`config.mk`:
```
export PLATFORM = sky130hd
export DESIGN_NAME = mem_arbiter
export DESIGN_NICKNAME = d
export VERILOG_FILES = /design/src/rtl/mem_arbiter.sv
export SDC_FILE = /design/constraint.sdc
export NUM_CORES = 1
export LEC_CHECK = 0
export BUFFER_PORTS_ARGS = -buffer_cell sky130_fd_sc_hd__buf_2
export CAP_MARGIN = 20
export CORE_ASPECT_RATIO = 0.8
export CORE_MARGIN = 3
export CORE_UTILIZATION = 47
export CTS_BUF_LIST = sky130_fd_sc_hd__clkbuf_16
export DETAILED_ROUTE_END_ITERATION = 6
export PLACE_DENSITY = 0.81
export SETUP_SLACK_MARGIN = 0.1
export SLEW_MARGIN = 20
export SYNTH_ARGS = -nofsm -noshare
export SYNTH_HDL_FRONTEND = slang
export SYNTH_SLANG_ARGS = --single-unit
```
`constraint.sdc`:
```
create_clock -name clk -period 2.7 [get_ports clk]
set_input_delay 0.54 -clock clk [delete_from_list [all_inputs] [get_ports clk]]
set_output_delay 0.54 -clock clk [all_outputs]
set_load 0.1 [all_outputs]
```
`src/rtl/mem_arbiter.sv`:
```
// mem_arbiter: arbitrates fetch and data requesters onto one shared memory port with fetch anti-starvation
module mem_arbiter #(
  parameter int ADDR_W     = 32,
  parameter int DATA_W     = 32,
  parameter int STARVE_MAX = 4
) (
  input  logic              clk,
  input  logic              rst,
  input  logic              if_req,
  input  logic [ADDR_W-1:0] if_addr,
  output logic [DATA_W-1:0] if_rdata,
  output logic              if_ready,
  input  logic              d_req,
  input  logic              d_we,
  input  logic [ADDR_W-1:0] d_addr,
  input  logic [DATA_W-1:0] d_wdata,
  output logic [DATA_W-1:0] d_rdata,
  output logic              d_ready,
  output logic              m_req,
  output logic              m_we,
  output logic [ADDR_W-1:0] m_addr,
  output logic [DATA_W-1:0] m_wdata,
  input  logic [DATA_W-1:0] m_rdata,
  input  logic              m_ack,
  output logic              owner,
  output logic              busy
);
  localparam logic [1:0] IDLE = 2'd0, BUSY = 2'd1, RESP = 2'd2;
  localparam logic [3:0] SMAX = 4'(STARVE_MAX);
  logic [1:0] state;
  logic [3:0] streak;
  logic       pick_d;
  // data wins unless the fetch has already waited out STARVE_MAX data grants
  assign pick_d   = d_req && !(if_req && streak == SMAX);
  assign m_req    = state == BUSY;
  assign busy     = state != IDLE;
  assign if_ready = state == RESP && !owner;
  assign d_ready  = state == RESP && owner;
  always_ff @(posedge clk or negedge rst) begin
    if (!rst) begin
      state    <= IDLE;
      streak   <= '0;
      owner    <= 1'b0;
      m_we     <= 1'b0;
      m_addr   <= '0;
      m_wdata  <= '0;
      if_rdata <= '0;
      d_rdata  <= '0;
    end else begin
      case (state)
        IDLE: begin
          streak <= (if_req && pick_d) ? streak + 4'd1 : 4'd0;
          if (if_req || d_req) begin
            state   <= BUSY;
            owner   <= pick_d;
            m_addr  <= pick_d ? d_addr : if_addr;
            m_we    <= pick_d && d_we;
            m_wdata <= pick_d ? d_wdata : '0;
          end
        end
        BUSY: begin
          if (m_ack) begin
            state <= RESP;
            if (!owner) if_rdata <= m_rdata;
            else if (!m_we) d_rdata <= m_rdata;
          end
        end
        default: state <= IDLE;
      endcase
    end
  end
endmodule

```
==> results of run 1 <==
-- worst paths after layout --
check | start | end | slack [ns] | cells past startpoint
setup reg to reg | state[0]$_DFFE_PN0P_ | d_rdata[5]$_DFFE_PN0P_ | 0.78 | 4
hold / removal | rst | if_rdata[2]$_DFFE_PN0P_ | 0.12 | 1
hold reg to reg | m_wdata[25]$_DFFE_PN0P_ | m_wdata[25]$_DFFE_PN0P_ | 0.50 | 1
max in group asynchronous | rst | if_rdata[11]$_DFFE_PN0P_ | 1.84 | 2
setup / recovery | state[0]$_DFFE_PN0P_ | m_req | 0.43 | 3
min in group clk | d_wdata[26] | m_wdata[26]$_DFFE_PN0P_ | 0.35 | 2
-- registers in the layout, indices dropped and copies added, names as in the netlist --
register and cells:
if_rdata 32, m_wdata 32, owner 1, d_rdata 32, state 2, streak 4, m_addr 32, m_we 1
-- logic make-up after synthesis --
group / after synthesis
AOI/OAI and AO/OA: 71
adders and majority gates: 2
buffers and inverters: 76
DFF: 136
muxes: 66
and+or+nand+nor: 86
-- per-layer routing --
layer	wire length, um	vias to the layer above
li1	-	2139
met1	6384	2338
met2	7435	219
met3	1043	21
met4	265	0
met5	0	-
-- critical path: cells and delay by family, from the launching register on --
kind,cells,cell delay (ns)
flip-flops,1,0.58
buffers and inverters,2,0.46
AND/OR/NAND/NOR,1,0.28
-- placed cells by master, fill, tap and decap left out, drive strengths merged --
| master | count |
|---|---|
| bufinv | 5 |
| o21ai | 4 |
| dfrtp | 136 |
| clkbuf | 17 |
| or2 | 1 |
| nor2 | 2 |
| nand4 | 33 |
| and3b | 1 |
| nand4b | 1 |
| nor3 | 2 |
| o22ai | 1 |
| a21o | 1 |
| mux2i | 2 |
| clkinvlp | 2 |
| or2b | 1 |
| o221ai | 32 |
| and2 | 2 |
| nand3b | 1 |
| ha | 2 |
| nor3b | 2 |
| nand2 | 5 |
| buf | 279 |
| mux2 | 64 |
| a22o | 33 |
| inv | 43 |
| and3 | 1 |
| nand3 | 34 |
| clkinv | 2 |
-- cells in the mapped netlist, types with 2 or more instances --
master | n | area, um2
a22o_1 | 33 | 289.0
and2_1 | 2 | 12.51
buf_1 | 2 | 7.510
buf_2 | 13 | 65.06
buf_4 | 3 | 22.52
buf_6 | 8 | 90.09
clkbuf_1 | 13 | 48.80
dfrtp_1 | 136 | 3403
ha_1 | 2 | 25.02
inv_1 | 37 | 138.9
mux2_2 | 53 | 596.8
mux2_4 | 10 | 150.1
mux2i_1 | 2 | 20.02
nand2_1 | 5 | 18.77
nand3_1 | 34 | 170.2
nand4_1 | 33 | 206.5
nor2_2 | 2 | 12.51
nor3_1 | 2 | 10.01
o21ai_0 | 4 | 20.02
o221ai_1 | 31 | 271.5
-- cell type report --
type | count | area [um2] | area share
inverters | 37 | 138.9 | 0.01786
clock buffers | 17 | 425.4 | 0.05470
multi-input cells | 225 | 1954 | 0.2513
flip-flops and latches | 136 | 3403 | 0.4376
well taps | 148 | 185.2 | 0.02381
repair buffers | 279 | 1445 | 0.1858
clock inverters | 15 | 225.2 | 0.02896
-- stage by stage --
stage                     instances  cell area (um2)  setup WS [ns]  utilization  hold slack, ns
after detailed placement        825             7127         0.7420       0.6095          0.4858
after global routing            857             7777         0.3404       0.6652          0.1691
after CTS                       857             7777         0.4218       0.6652          0.1456
after global placement          825             7127         0.7846       0.6095          0.4682
after floorplan                 437             5720         0.2219            -          0.2444
final                           857             7777         0.4313       0.6652          0.1238
==> qor.csv, run 1 <==
metric,value,unit
numCtsBuffers,17,
finalSetupTns,0,ns
worst_clock_skew,0.006498,ns
grt_use_met2,0.3683,
ys_ff_latch,136,
dieArea,0.01351,mm2
final_antenna_net_count,0,
syn_avg_cell_area,13.06,um2
clock_sinks,136,
use_met3,0.04701,
wl_per_cell,17.65,um
hold_viol,0,
initial_core_util,0.4883,
clk_latency,0.41,ns
grt.overflow.total,0,
final_max_slew_viol_count,0,
gp_congestion,0.8555,
tightestPinTransition,0.6227,ns
synthArstFlopShare,1.000,
grt_use_total,0.2249,
antenna_cells,0,
htree_levels,4,
syn_to_final_growth,36.23,%
hpwl,10760,um
place.port_buffers,267,
worstPathMaxFanout,7,
grt_pass1_vias,4723,
antenna_found_initial,0,
start_kind,flop,
setup_violations,0,
synth-xor-area-share,0,
min_path_type,input pin to asynchronous set/reset pin,
drv_cap,0,
min_period,2.269,ns
dr_total_vias,4717,
root_buffer,clkbuf_16,
path_cells,or2b_1 -> inv_1 -> buf_2,
synthesis.nets,573,
yosysSeqAreaShare,0.5961,
die_h,104.6,um
holdBufCountCts,0,
slew_headroom,0.5849,
clockBufferDepth,2,
status,"finished, final reports clean",
syn_inst,437,
critPathMaxStageDelay,0.58,ns
synth-simple-area-share,0.09117,
grt_max_degree,68,
drc,0,
cts_tree,yes,
ys.flop_type,dfrtp_1,
drt_pass1_iterations,5,
drt_iter0_drc,303,
drive_gt1_frac,0.5346,
rows,35,
timing.final.crit_share,0.8403,
cts_resized,0,
cts.repair_timing.setup_buffer_count,0,
vias_per_cell,5.504,
nets,832,
synthAdderAreaFrac,0.004383,
rsz0062_at_grt,no,
die_w,129.2,um
fillers,860,
fmax,440.8,MHz
drt-total-wl,15130,um
cp-end-kind,output port,
ys_warn_count,0,
grt_pass1_wl,24290,um
synth_top_family_by_area,multiplexers,
path_class,flop to output port,
crit_required,2.16,ns
clkTransAtPathRegs,0.06,ns
synth_edf_count,0,
synth-compound-area-share,0.1067,
pin_count,268,
crit_arrival,1.73,ns
yosys.cell_types.count,32,
netlist_area,0.005709,mm2
grt_util_met1,0.2989,
muxShareOfSynthArea,0.1363,
core_area,0.01169,mm2
grt_busiest_layer,met2,
cp_slowest_cell,dfrtp_1,
Power of run 1 is not shown: default switching activity piles up to over one toggle a cycle in this logic, so the estimate is an artifact.
==> run 2: changes to the inputs <==
==> constraint.sdc (replaced) <==
create_clock -name clk -period 2.2 [get_ports clk]
set_input_delay 0.44 -clock clk [delete_from_list [all_inputs] [get_ports clk]]
set_output_delay 0.44 -clock clk [all_outputs]
set_load 0.1 [all_outputs]
==> run 2 against run 1 <==
  * Global-route usage fell by 0.23 points
  * Clock skew grew 0.0031 ns
  * Cell area up 0.56%
  * Die area stayed put
  * Setup slack got worse by 0.25 ns
  * Wire length fell by 1.3%
  * First-iteration DRC count is 13% lower
  * Core utilization up 0.37 points
  * Worst hold slack gained 0.13 ns
  * Highest routed layer unchanged
==> qor.csv, run 2 (synthesized netlist as in run 1, its figures left out) <==
metric,value,unit,change
status,"finished, final reports clean",,unchanged
antenna_cells,0,,unchanged
core_area,0.01169,mm2,unchanged
dieArea,0.01351,mm2,unchanged
critPathMaxStageDelay,0.55,ns,was 0.58 ns
rsz0062_at_grt,no,,unchanged
gp_congestion,0.7834,,was 0.8555
clock_sinks,136,,unchanged
syn_to_final_growth,36.99,%,was 36.23%
timing.hold.ws,0.2529,ns,was 0.1238 ns
numCtsBuffers,17,,unchanged
hpwl,10590,um,"was 10,760 um"
root_buffer,clkbuf_16,,unchanged
path_class,flop to output port,,unchanged
fin_area,0.007821,mm2,was 0.007777 mm2
drive_gt1_frac,0.5407,,was 0.5346
final_antenna_net_count,0,,unchanged
drt_iter0_drc,265,,was 303
timing.final.crit_share,0.9171,,
placed_area,0.007164,mm2,was 0.007127 mm2
crit_required,1.76,ns,was 2.16 ns
nets,835,,was 832
die_w,129.2,um,unchanged
drt-total-wl,14930,um,"was 15,130 um"
initial_core_util,0.4883,,unchanged
slew_headroom,0.5852,,was 0.5849
crit_arrival,1.58,ns,was 1.73 ns
setup_violations,0,,unchanged
grt_use_total,0.2226,,was 0.2249
htree_levels,4,,unchanged
grt.overflow.total,0,,unchanged
final_common_cell,buf_2,,unchanged
clockBufferDepth,2,,unchanged
start_kind,flop,,unchanged
cts.repair_timing.setup_buffer_count,0,,unchanged
rows,35,,unchanged
clk_latency,0.40,ns,was 0.41 ns
antenna_found_initial,0,,unchanged
drt_pass1_iterations,4,,was 5
cts_tree,yes,,unchanged
cp-startpoint,state[0]$_DFFE_PN0P_,,unchanged
grt_pass1_vias,4898,,"was 4,723"
r2r-start,state[0]$_DFFE_PN0P_,,unchanged
final_core_util,0.6689,,was 0.6652
clkTransAtPathRegs,0.06,ns,about the same
min_period,2.018,ns,
hold_viol,0,,unchanged
place.port_buffers,267,,unchanged
cp_slowest_cell,dfrtp_1,,unchanged
cp-end-kind,output port,,unchanged
drc,0,,unchanged
die_h,104.6,um,unchanged
path_cells,or2b_1 -> inv_1 -> buf_4,,was or2b_1 -> inv_1 -> buf_2
hold_start,d_wdata[18],,
pin_count,268,,unchanged
worstPathMaxFanout,7,,unchanged
grt_pass1_wl,24430,um,"was 24,290 um"
final_max_slew_viol_count,0,,unchanged
dr_total_vias,4664,,"was 4,717"
layout_common_cells,"buf_2 (263), dfrtp_1 (135), mux2_2 (53)",,"was buf_2 (266), dfrtp_1 (136), mux2_2 (53)"
grt_max_degree,68,,unchanged
worst_clock_skew,0.009624,ns,was 0.006498 ns
drv_cap,0,,unchanged
vias_per_cell,5.423,,was 5.504
min_path_type,input pin to flop,,was input pin to asynchronous set/reset pin
finalSetupTns,0,ns,unchanged
fmax,495.6,MHz,
wl_per_cell,17.35,um,was 17.65 um
tightestPinTransition,0.6221,ns,was 0.6227 ns
[run 2: changes by cell type in the layout (fill, tap and decap cells not counted), sizes merged]
cell         previous run  this run
clkinvlp                2         1
dlygate4sd3             0         1
clkinv                  2         4
clkbuf                 17        19
bufinv                  5         4
[run 2: what timing repair did]
action,4_1_cts,5_1_grt
hold endpoints to repair,30,0
hold buffers,1,0
gates resized for setup,1,2
setup endpoints to repair,1,2
[run 2: routing by layer]
metal  up-vias  share of wire  track usage
li1       2137              -            -
met1      2281           0.39       0.2740
met2       220           0.52       0.3817
met3        26          0.071      0.05314
met4         0          0.019      0.07646
met5         -              0            0
[run 2: metrics by stage]
stage	instances	setup WS, ns
floorplan	437	0.2200
global placement	827	0.4896
detailed placement	827	0.4612
CTS	860	0.1160
global route	860	0.1014
finish	860	0.1823
[run 2: area by class of cell]
cell class	instances	area, um2
fillers	860	3871
flip-flops and latches	136	3405
multi-input cells	225	1951
repair buffers	282	1503
clock buffers	17	425.4
clock inverters	15	214.0
well taps	148	185.2
inverters	37	138.9
[run 2: worst paths after layout]
check | to | slack [ns] | depth (start not counted)
worst max-delay path | m_req | 0.18 | 3
worst min-delay path | m_wdata[18]$_DFFE_PN0P_ | 0.25 | 2
worst max register to register | m_addr[27]$_DFFE_PN0P_ | 0.45 | 4
worst min register to register | if_rdata[4]$_DFFE_PN0P_ | 0.49 | 1
max in group asynchronous | owner$_DFFE_PN0P_ | 1.06 | 3
min in group asynchronous | d_rdata[0]$_DFFE_PN0P_ | 0.48 | 2
[run 2: critical path, delay by kind of cell, from the launching register on]
| kind | cells | cell delay (ns) |
|---|---|---|
| buffers and inverters | 2 | 0.34 |
| DFF | 1 | 0.55 |
| and+or+nand+nor | 1 | 0.29 |
Power of run 2 is left out for the same reason.
